`src/rtl/ddr_wr_arbiter.sv`:
```
// ddr_wr_arbiter: round-robin sharing of the DDR user write port among NREQ DMA write masters
module ddr_wr_arbiter #(
  parameter int NREQ = 2,
  parameter int DW   = 32
) (
  input  logic              i_sys_clk,
  input  logic              i_reset_n,
  input  logic [NREQ-1:0]   i_wr_req,
  input  logic [NREQ*32-1:0] i_wr_addr,
  input  logic [NREQ*32-1:0] i_wr_len,
  input  logic [NREQ*DW-1:0] i_wr_data,
  input  logic [NREQ-1:0]   i_wr_data_ready,
  output logic [NREQ-1:0]   o_wr_ack,
  output logic [NREQ-1:0]   o_wr_data_req,
  output logic [NREQ-1:0]   o_wr_req_done,
  output logic              o_ddr_wr_req,
  output logic [31:0]       o_ddr_wr_addr,
  output logic [31:0]       o_ddr_wr_len,
  output logic [DW-1:0]     o_ddr_wr_data,
  output logic              o_ddr_wr_data_ready,
  input  logic              i_ddr_wr_ack,
  input  logic              i_ddr_wr_data_req,
  input  logic              i_ddr_wr_req_done,
  output logic [NREQ-1:0]   o_gnt,
  output logic              o_busy
);
  localparam int IW = (NREQ > 1) ? $clog2(NREQ) : 1;
  typedef enum logic [1:0] {IDLE, REQ, XFER, DONE} state_t;
  state_t state;
  logic [IW-1:0] last_gnt, win, idx;
  logic [31:0] win_addr, win_len;
  // scan from farthest to nearest so the master right after last_gnt wins
  always_comb begin
    win = last_gnt;
    idx = last_gnt;
    for (int i = NREQ; i >= 1; i--) begin
      idx = IW'((int'(last_gnt) + i) % NREQ);
      win = i_wr_req[idx] ? idx : win;
    end
  end
  assign win_addr = i_wr_addr[32*win +: 32];
  assign win_len  = i_wr_len[32*win +: 32];
  always_comb begin
    o_ddr_wr_data = '0;
    o_ddr_wr_data_ready = 1'b0;
    for (int k = 0; k < NREQ; k++) begin
      o_ddr_wr_data = o_ddr_wr_data | (i_wr_data[k*DW +: DW] & {DW{o_gnt[k]}});
      o_ddr_wr_data_ready = o_ddr_wr_data_ready | (i_wr_data_ready[k] & o_gnt[k]);
    end
  end
  assign o_wr_ack      = o_gnt & {NREQ{(state == REQ && i_ddr_wr_ack) || state == DONE}};
  assign o_wr_data_req = o_gnt & {NREQ{state == XFER && i_ddr_wr_data_req}};
  assign o_wr_req_done = o_gnt & {NREQ{(state == XFER && i_ddr_wr_req_done) || state == DONE}};
  always_ff @(posedge i_sys_clk or negedge i_reset_n) begin
    if (!i_reset_n) begin
      state <= IDLE;
      o_gnt <= '0;
      last_gnt <= IW'(NREQ - 1);
      o_ddr_wr_addr <= '0;
      o_ddr_wr_len <= '0;
      o_ddr_wr_req <= 1'b0;
      o_busy <= 1'b0;
    end else begin
      case (state)
        IDLE: if (|i_wr_req) begin
          o_gnt <= NREQ'(1) << win;
          last_gnt <= win;
          o_ddr_wr_addr <= win_addr;
          o_ddr_wr_len <= win_len;
          o_busy <= 1'b1;
          o_ddr_wr_req <= win_len != 0;
          state <= (win_len != 0) ? REQ : DONE;
        end
        REQ: if (i_ddr_wr_ack) begin
          o_ddr_wr_req <= 1'b0;
          state <= XFER;
        end
        XFER: if (i_ddr_wr_req_done) begin
          o_gnt <= '0;
          o_busy <= 1'b0;
          state <= IDLE;
        end
        DONE: begin
          o_gnt <= '0;
          o_busy <= 1'b0;
          state <= IDLE;
        end
      endcase
    end
  end
endmodule

```
`config.mk`:
```
export PLATFORM = sky130hd
export DESIGN_NAME = ddr_wr_arbiter
export DESIGN_NICKNAME = d
export VERILOG_FILES = /design/src/rtl/ddr_wr_arbiter.sv
export SDC_FILE = /design/constraint.sdc
export NUM_CORES = 1
export LEC_CHECK = 0
export BUFFER_PORTS_ARGS = -buffer_cell sky130_fd_sc_hd__buf_2
export CAP_MARGIN = 20
export CORE_ASPECT_RATIO = 1.2
export CORE_MARGIN = 10
export CORE_UTILIZATION = 35
export CTS_BUF_LIST = sky130_fd_sc_hd__clkbuf_16
export DETAILED_ROUTE_END_ITERATION = 8
export PLACE_DENSITY = 0.79
export SLEW_MARGIN = 20
export SYNTH_ARGS = -nofsm -noshare
export SYNTH_HDL_FRONTEND = slang
export SYNTH_SLANG_ARGS = --single-unit
```
`constraint.sdc`:
```
create_clock -name i_sys_clk -period 2 [get_ports i_sys_clk]
set_input_delay 0.6 -clock i_sys_clk [delete_from_list [all_inputs] [get_ports i_sys_clk]]
set_output_delay 0.6 -clock i_sys_clk [all_outputs]
set_load 0.05 [all_outputs]
```
# Yosys cells after proc, flatten, opt, wreduce, memory -nomap -nowiden
# Cells that the tools add are included.
dict set report classes {
  add_sub_neg 2
  magnitude_cmp 2
  n_eq_ne 6
  shift 3
  n_mux 19
  bitwise_logic 9
  reduce_logical 14
}
# op count
set ops {}
lappend ops {{64-bit by 7-bit indexed part select with 32-bit output} 2}
lappend ops {{32-bit bitwise AND} 2}
lappend ops {{32-bit OR} 1}
lappend ops {{32-bit nonzero test} 1}
lappend ops {{1-bit two-way mux} 10}
lappend ops {{2-bit two-way mux} 5}
lappend ops {{3-bit AND reduction} 3}
lappend ops {{2-bit case mux with 4 select lines} 1}
lappend ops {{2-bit bitwise AND} 3}
lappend ops {{2-bit inequality test, second input constant} 3}
lappend ops {{2-bit case mux with 3 select lines} 1}
lappend ops {{2-bit equality test, second input constant} 2}
lappend ops {{1-bit by 2-bit less-than comparator with 1-bit output, second input constant} 2}
lappend ops {{1-bit logical AND} 3}
lappend ops {{1-bit case mux with 3 select lines} 1}
lappend ops {{3-bit nonzero test} 1}
lappend ops {{1-bit adder, second input constant} 2}
lappend ops {{1-bit bitwise AND} 2}
lappend ops {{2-bit by 1-bit equality test with 1-bit output, second input constant} 1}
lappend ops {{2-bit logical NOT} 1}
lappend ops {{1-bit logical OR} 2}
lappend ops {{1-bit case mux with 2 select lines} 1}
lappend ops {{2-bit AND reduction} 1}
lappend ops {{2-bit nonzero test} 1}
lappend ops {{other kinds (3)} 3}
dict set report totals {
  register_bits 71
  inputBits 201
  out_inout_bits 107
  elab_cells 62
}

# Logic depth before layout (Yosys ltp)
# Gate-level depths: netlist of the first run.
dict set report depth {
  depth_word 10
  mapped_depth 7
  ltp_nobuf 5
}

# Worst setup path after synthesis of the first run
# No wires, ideal clock.
dict set report synth_timing {
  path_type {reg2out}
  startpoint {register o_gnt[0]}
  endpoint {output port o_wr_data_req[0]}
  t_arrival_ps 2067
  required_ps 1400
  path_slack_ps -667
  path_stages_with_launch 4
  path_buffers 1
  cell_sequence {dfrtp_1 -> clkbuf_1 -> inv_1 -> nor3_1}
}
dict set report synth_between {
  elab_chain_cells 1
}
# item line_no
set synth_rtl {}
lappend synth_rtl {{from (decl)} 24} ;# output logic [NREQ-1:0] o_gnt,
lappend synth_rtl {{from (signal assigned)} 66} ;# o_gnt <= NREQ'(1) << win;
lappend synth_rtl {{2-bit bitwise AND} 52} ;# assign o_wr_data_req = o_gnt & {NREQ{state == XFER && i_ddr_wr_data_req}};
lappend synth_rtl {{to (decl)} 14} ;# output logic [NREQ-1:0] o_wr_data_req,
# No other way between the ends.

# Final worst setup path of the first run
dict set report layout_timing {
  startpoint {register o_gnt[1]}
  endpoint {output port o_ddr_wr_data[17]}
}
dict set report layout_between {
  elab_chain_cells 2
}
# item line_no
set layout_rtl {}
lappend layout_rtl {{32-bit bitwise AND} 47} ;# o_ddr_wr_data = o_ddr_wr_data | (i_wr_data[k*DW +: DW] & {DW{o_gnt[k]}});
lappend layout_rtl {{32-bit OR} 47}
lappend layout_rtl {{to (decl)} 19} ;# output logic [DW-1:0] o_ddr_wr_data,
# No other way between the ends.

==> key figures, run 1 <==
Clock tree
  • CTS HTree Levels: 3
  • TritonCTS clock tree: done
  • Clk buf depth: 2
  • CTS Hold Bufs: 0
  • Clk_lat worst skew: 0.33 ns
  • CTS root buf: clkbuf_16
  • TritonCTS Sinks: 71
  • Num CTS Buffers: 9
  • Clk pin slew, worst setup/hold paths: 0.06 ns

Yosys
  • Post-synth top area cell: dfrtp_1
  • Yosys warning count: 0
  • Yosys cell types: 26
  • Syn_nets: 582
  • Synth top area cells: dfrtp_1, mux2i_1, a22o_1, nand2_1, o21ai_0
  • FF+latch count, synth: 71
  • Seq/Total Area, Yosys: 47.4%
  • Netlist Area Pre-Place: 3750 sq um
  • Avg Cell Area, Syn: 9.84 sq um
  • Top cell type's share of synthesized area: 46.7%
  • Synthesized instance count: 381

Global routing
  • Initial antenna violation count: 0
  • Largest net degree at the start of global routing: 66
  • First-pass GRT wire length: 25,100 um
  • Global-route usage over all layers: 20.8%
  • GRT overflow: 0
  • Vias in the first global route: 4,585

Timing
  • Worst Max-Slew Pin Slew: 0.427 ns
  • Final Skew: 0.00491 ns
  • Final setup fails: 0
  • Fmax: 504 MHz
  • Minimum clock period: 1.98 ns
  • RSZ-0062 raised after global routing: yes
  • Crit share post-route: 99.2%
  • Pins over their slew limit: 0
  • Final hold vios: 0
  • PnR worst setup slack: 0.0157 ns
  • Total Neg Setup Slack: 0 ns
  • Relative slew margins: 71.3%

Route
  • Total number of vias: 4,137
  • Antenna-violating nets left: 0
  • WL/cell: 20.4 um
  • 1st-iter DRT viols: 253
  • TritonRoute pass-1 iters: 4
  • Post-Route WL: 16,800 um
  • # DRC: 0
  • Vias/cell: 5.01

Critical path
  • Startpoint type of the worst setup path: register
  • Worst r2r dst: o_ddr_wr_len[27]
  • Arrival time worst endpoint: 1.38 ns
  • Worst R2R Path Depth: 5
  • WS Path Type: reg -> out
  • Crit end category: output port
  • Worst Path Required: 1.40 ns
  • R2R Path Start: last_gnt
  • R2R Setup Slk: 0.23 ns
  • Critical path peak fanout: 24

Finish
  • Antenna diodes: 0
  • Cell Count, Final, Fillers Out: 826
  • Final Core Density: 58.5%
  • FILL cells: 910
  • Layout area overhead: 64.1%
  • Nets@finish: 893
  • Layout cell share with drive strength beyond 1: 55.4%

Power
  • PwrDens: 1950 nW/um^2
  • Static Leak: 0.00332 uW
  • Total chip power: 12,000 uW
  • Worst VDD drop: 1.07 mV

Die
  • Placeable Area: 10,500 sq um
  • Row cnt: 41
  • Die Width: 114 um
  • Ports: 308
  • Die Y: 133 um
  • Die area: 15,300 sq um
  • Initial Util: 35.7%

Placement
  • Worst slack at placement: -0.0636 ns
  • DP HPWL: 13,900 um
  • GPL Wtd Cong: 0.962
  • Placed Cells: 804
  • # port buffers: 307

Status
  • Status: finished, final reports clean

Job
  • Max Cap Viol: 0

Min path
  • Min-Delay Path Class: in -> async
-- per-stage QoR --
stage,hold WS [ns],cell area [sq um]
after global routing,0.141,6150
after floorplan,0.304,3820
final,0.133,6150
after detailed placement,0.465,5590
after global placement,0.460,5590
after CTS,0.141,6000
-- area by class of cell --
type / count / area [sq um] / share of cell area, %
multi-input combinational: 276 / 1880 / 30.5
timing repair buffer: 330 / 2040 / 33.1
inverter: 4 / 15.0 / 0.244
tap: 129 / 161 / 2.62
sequential: 71 / 1780 / 29.0
clock buffer: 9 / 225 / 3.66
clock inverter: 7 / 55.1 / 0.895
-- report_power, final --
group	switching (uW)	internal [uW]	total, uW
Combinational	5540	2360	7900
Clock	578	943	1520
Sequential	422	2160	2590
Total	6540	5460	12000
-- registers in the layout (all words and copies together), names as in the netlist --
name	flops
last_gnt	1
state	2
o_busy	1
o_ddr_wr_req	1
o_ddr_wr_addr	32
o_ddr_wr_len	32
o_gnt	2
-- per-layer routing --
metal  GRT usage [%]  share of wire, %
met1            21.6                35
met2            37.6                54
met3            7.01               8.9
met4            7.04               2.1
met5               0                 0
-- cell families (layout without fill, tap and decap cells) --
group           count (synthesis)  in the layout  synth area share [%]
simple gates                  104            104                  12.1
flops                          71             71                  47.4
mux                            65             65                  17.7
buf+inv                        34            350                  4.77
compound gates                107            107                  18.0
-- worst max-delay path, stage by stage, from the launching register on --
cell and delay, ns:
dfrtp_2 0.46, buf_12 0.18, a22o_2 0.25, buf_6 0.16
-- Yosys cell counts, drive strengths merged --
cell type / n
nand3: 2
inv: 4
dfrtp: 70
clkbuf: 15
nor3: 2
o21ai: 69
and3: 2
nand2: 71
a22o: 33
a21boi: 1
nor4: 17
o21a: 2
a31oi: 1
o211ai: 1
or2: 1
buf: 15
dfstp: 1
nand4: 4
nor2: 5
mux2i: 65
-- layout by cell type, fill, tap and decap left out, types with 2 or more instances in the layout --
master	synthesis	final
clkinv_2	0	2
a22o_1	33	4
a22o_2	0	29
nor2_1	5	3
buf_6	4	29
and3_4	0	2
buf_4	3	21
o21a_1	2	2
nand3_1	2	2
mux2i_1	64	64
nand2_1	71	71
nor2_2	0	2
nor3_4	0	2
dfrtp_1	70	66
clkbuf_16	0	9
o21ai_0	40	39
nand4_1	4	4
dfrtp_2	0	4
clkbuf_4	0	2
o21ai_1	28	29
clkinv_1	0	3
buf_2	8	268
inv_1	3	4
buf_12	0	9
nor4_1	17	17
-- repair_timing --
action / 4_1_cts / 5_1_grt
hold endpoints to repair: 0 / 0
resized for setup: 27 / 61
setup endpoints to repair: 38 / 39
pin swaps: 1 / 2
buffers inserted: 6 / 0
-- how the worst max path moves through the flow --
stage                  from                 to  slack (ns)
5_1_grt            o_gnt[1]  o_ddr_wr_data[17]       -0.03
3_5_place_dp   i_wr_len[38]       o_ddr_wr_req       -0.06
2_1_floorplan      o_gnt[0]  o_ddr_wr_data[10]       -0.03
4_1_cts            o_gnt[0]  o_ddr_wr_data[30]      0.0002
6_report           o_gnt[1]  o_ddr_wr_data[17]        0.02
3_3_place_gp   i_wr_len[38]       o_ddr_wr_req       -0.06
Power figures use the tool's default switching activity.
==> run 2, diff against run 1 <==
--- a/config.mk
+++ b/config.mk
@@ -12,7 +12,7 @@
 export CORE_UTILIZATION = 35
 export CTS_BUF_LIST = sky130_fd_sc_hd__clkbuf_16
 export DETAILED_ROUTE_END_ITERATION = 8
-export PLACE_DENSITY = 0.79
+export PLACE_DENSITY = 0.74
 export SLEW_MARGIN = 20
 export SYNTH_ARGS = -nofsm -noshare
 export SYNTH_HDL_FRONTEND = slang
==> key figures, run 2 (same netlist as run 1, synthesis figures left out) <==
Route
  • WL/cell: 19.9 um (-2.4%)
  • 1st-iter DRT viols: 162 (-36%)
  • Total number of vias: 4,188 (+1.2%)
  • Post-Route WL: 16,400 um (-2.3%)
  • # DRC: 0 (unchanged)
  • Antenna-violating nets left: 0 (unchanged)
  • Vias/cell: 5.06 (+1.1%)
  • TritonRoute pass-1 iters: 4 (unchanged)

Global routing
  • GRT overflow: 0 (unchanged)
  • Global-route usage over all layers: 20.7% (-0.15 points)
  • Largest net degree at the start of global routing: 75 (+14%)
  • Vias in the first global route: 4,585 (unchanged)
  • First-pass GRT wire length: 25,000 um (-0.47%)
  • Initial antenna violation count: 0 (unchanged)

Power
  • Static Leak: 0.00331 uW (-0.35%)
  • PwrDens: 1930 nW/um^2 (-0.91%)
  • Worst VDD drop: 0.922 mV (-14%)
  • Total chip power: 11,800 uW (-1.7%)

Critical path
  • Worst r2r dst: o_ddr_wr_len[17]
  • Crit-path slowest cell: dfrtp_2
  • Critical Path, Cell by Cell: buf_12, a22o_2, buf_6
  • R2R Setup Slk: 0.19 ns (-0.04 ns)
  • Crit end category: output port
  • Worst Path Required: 1.40 ns (about the same)
  • Crit path buffers/inverters: 2 (unchanged)
  • Arrival time worst endpoint: 1.38 ns (about the same)
  • Family with the most delay on the worst path: flip-flops
  • Critical path's largest stage delay: 0.46 ns (about the same)
  • Worst R2R Path Depth: 5 (unchanged)
  • R2R Path Start: last_gnt
  • WS Path Type: reg -> out
  • Critical path peak fanout: 22 (-8.3%)
  • Startpoint type of the worst setup path: register

Clock tree
  • Clk_lat worst skew: 0.33 ns (about the same)
  • Clk buf depth: 2 (unchanged)
  • TritonCTS Sinks: 71 (unchanged)
  • TritonCTS clock tree: done
  • Clk pin slew, worst setup/hold paths: 0.05 ns (about the same)
  • CTS root buf: clkbuf_16
  • Num CTS Buffers: 9 (unchanged)
  • CTS HTree Levels: 3 (unchanged)
  • CTS Hold Bufs: 0 (unchanged)

Finish
  • Final Core Density: 58.0% (-0.48 points)
  • Top flop regs: o_ddr_wr_addr (32), o_ddr_wr_len (32)
  • FF/Latch Area: 1780 sq um (about the same)
  • Nets@finish: 895 (+0.22%)
  • Antenna diodes: 0 (unchanged)
  • FILL cells: 945 (+3.8%)
  • Commonest non-fill, non-tap cell in the layout: buf_2
  • Layout area overhead: 62.7%
  • Layout cell share with drive strength beyond 1: 55.6% (+0.21 points)
  • Area of the multi-input gates: 1870 sq um (-0.27%)
  • Most frequent cells in the layout: buf_2, nand2_1, dfrtp_1

Timing
  • Hold Slack: 0.309 ns (+0.176 ns)
  • Worst Max-Slew Pin Slew: 0.534 ns (+0.107 ns)
  • PnR worst setup slack: 0.0229 ns (+0.00715 ns)
  • Final hold vios: 0 (unchanged)
  • Minimum clock period: 1.98 ns (-0.00715 ns)
  • Final Skew: 0.00464 ns (-0.000266 ns)
  • Final setup fails: 0 (unchanged)
  • Crit share post-route: 98.9% (-0.36 points)
  • Relative slew margins: 64.4% (-6.9 points)
  • RSZ-0062 raised after global routing: yes
  • Pins over their slew limit: 0 (unchanged)
  • Fmax: 506 MHz (+0.36%)
  • Total Neg Setup Slack: 0 ns (unchanged)

Die
  • Die Y: 133 um (unchanged)
  • Row cnt: 41 (unchanged)
  • Ports: 308 (unchanged)
  • Initial Util: 35.7% (unchanged)
  • Die Width: 114 um (unchanged)
  • Placeable Area: 10,500 sq um (unchanged)
  • Die area: 15,300 sq um (unchanged)

Placement
  • GPL Wtd Cong: 0.935 (-2.8%)
  • Worst slack at placement: -0.117 ns (-0.0531 ns)
  • # port buffers: 307 (unchanged)
  • DP HPWL: 13,700 um (-1.3%)

Job
  • Max Cap Viol: 0 (unchanged)

Min path
  • Min-Delay Path Class: in -> async

Status
  • Status: finished, final reports clean
-- run 2: cell count changes in the layout (fill, tap and decap cells not counted), sizes merged --
cell,change
inv,-1
bufinv,-1
buf,+2
clkinv,+1
-- run 2: layout make-up --
class | instances | area share [%]
multi-input combinational | 276 | 30.7
tap | 129 | 2.65
clock buffer | 9 | 3.69
inverter | 4 | 0.246
timing repair buffer | 332 | 33.1
clock inverter | 6 | 0.472
sequential | 71 | 29.2
-- run 2: repair_timing --
| action | CTS | global route |
|---|---|---|
| pin swaps | 0 | 0 |
| buffers inserted | 5 | 0 |
| gates resized for setup | 61 | 15 |
| setup endpoints to repair | 30 | 38 |
-- run 2: through the flow --
step,area [sq um],std cells
after floorplan,3820,381
after global placement,5590,807
after detailed placement,5590,807
after CTS,6060,827
after global routing,6100,827
final,6100,827
-- run 2: metal layers --
layer	share of wire (%)	GRT usage [%]	wire length (um)	vias up
met1	33	19.8	5460	1955
met3	12	8.72	1910	21
met4	2.0	6.97	337	0
met2	53	38.2	8730	211
li1	-	-	-	2001
met5	0	0	0	-
-- run 2: how the worst max path moves through the flow --
stage                   endpoint  slack (ns)          from  cells past startpoint
4_1_cts         o_ddr_wr_data[8]       -0.01      o_gnt[0]                      3
6_report       o_ddr_wr_data[23]        0.02      o_gnt[0]                      3
3_5_place_dp        o_ddr_wr_req       -0.12  i_wr_len[38]                      7
2_1_floorplan  o_ddr_wr_data[10]       -0.03      o_gnt[0]                      3
5_1_grt        o_ddr_wr_data[23]       -0.04      o_gnt[0]                      3
3_3_place_gp        o_ddr_wr_req       -0.14  i_wr_len[38]                      7
-- run 2: power breakdown --
part | internal (uW) | switching [uW]
logic | 2330 | 5500
registers | 2160 | 406
clock network | 815 | 585
total | 5310 | 6490
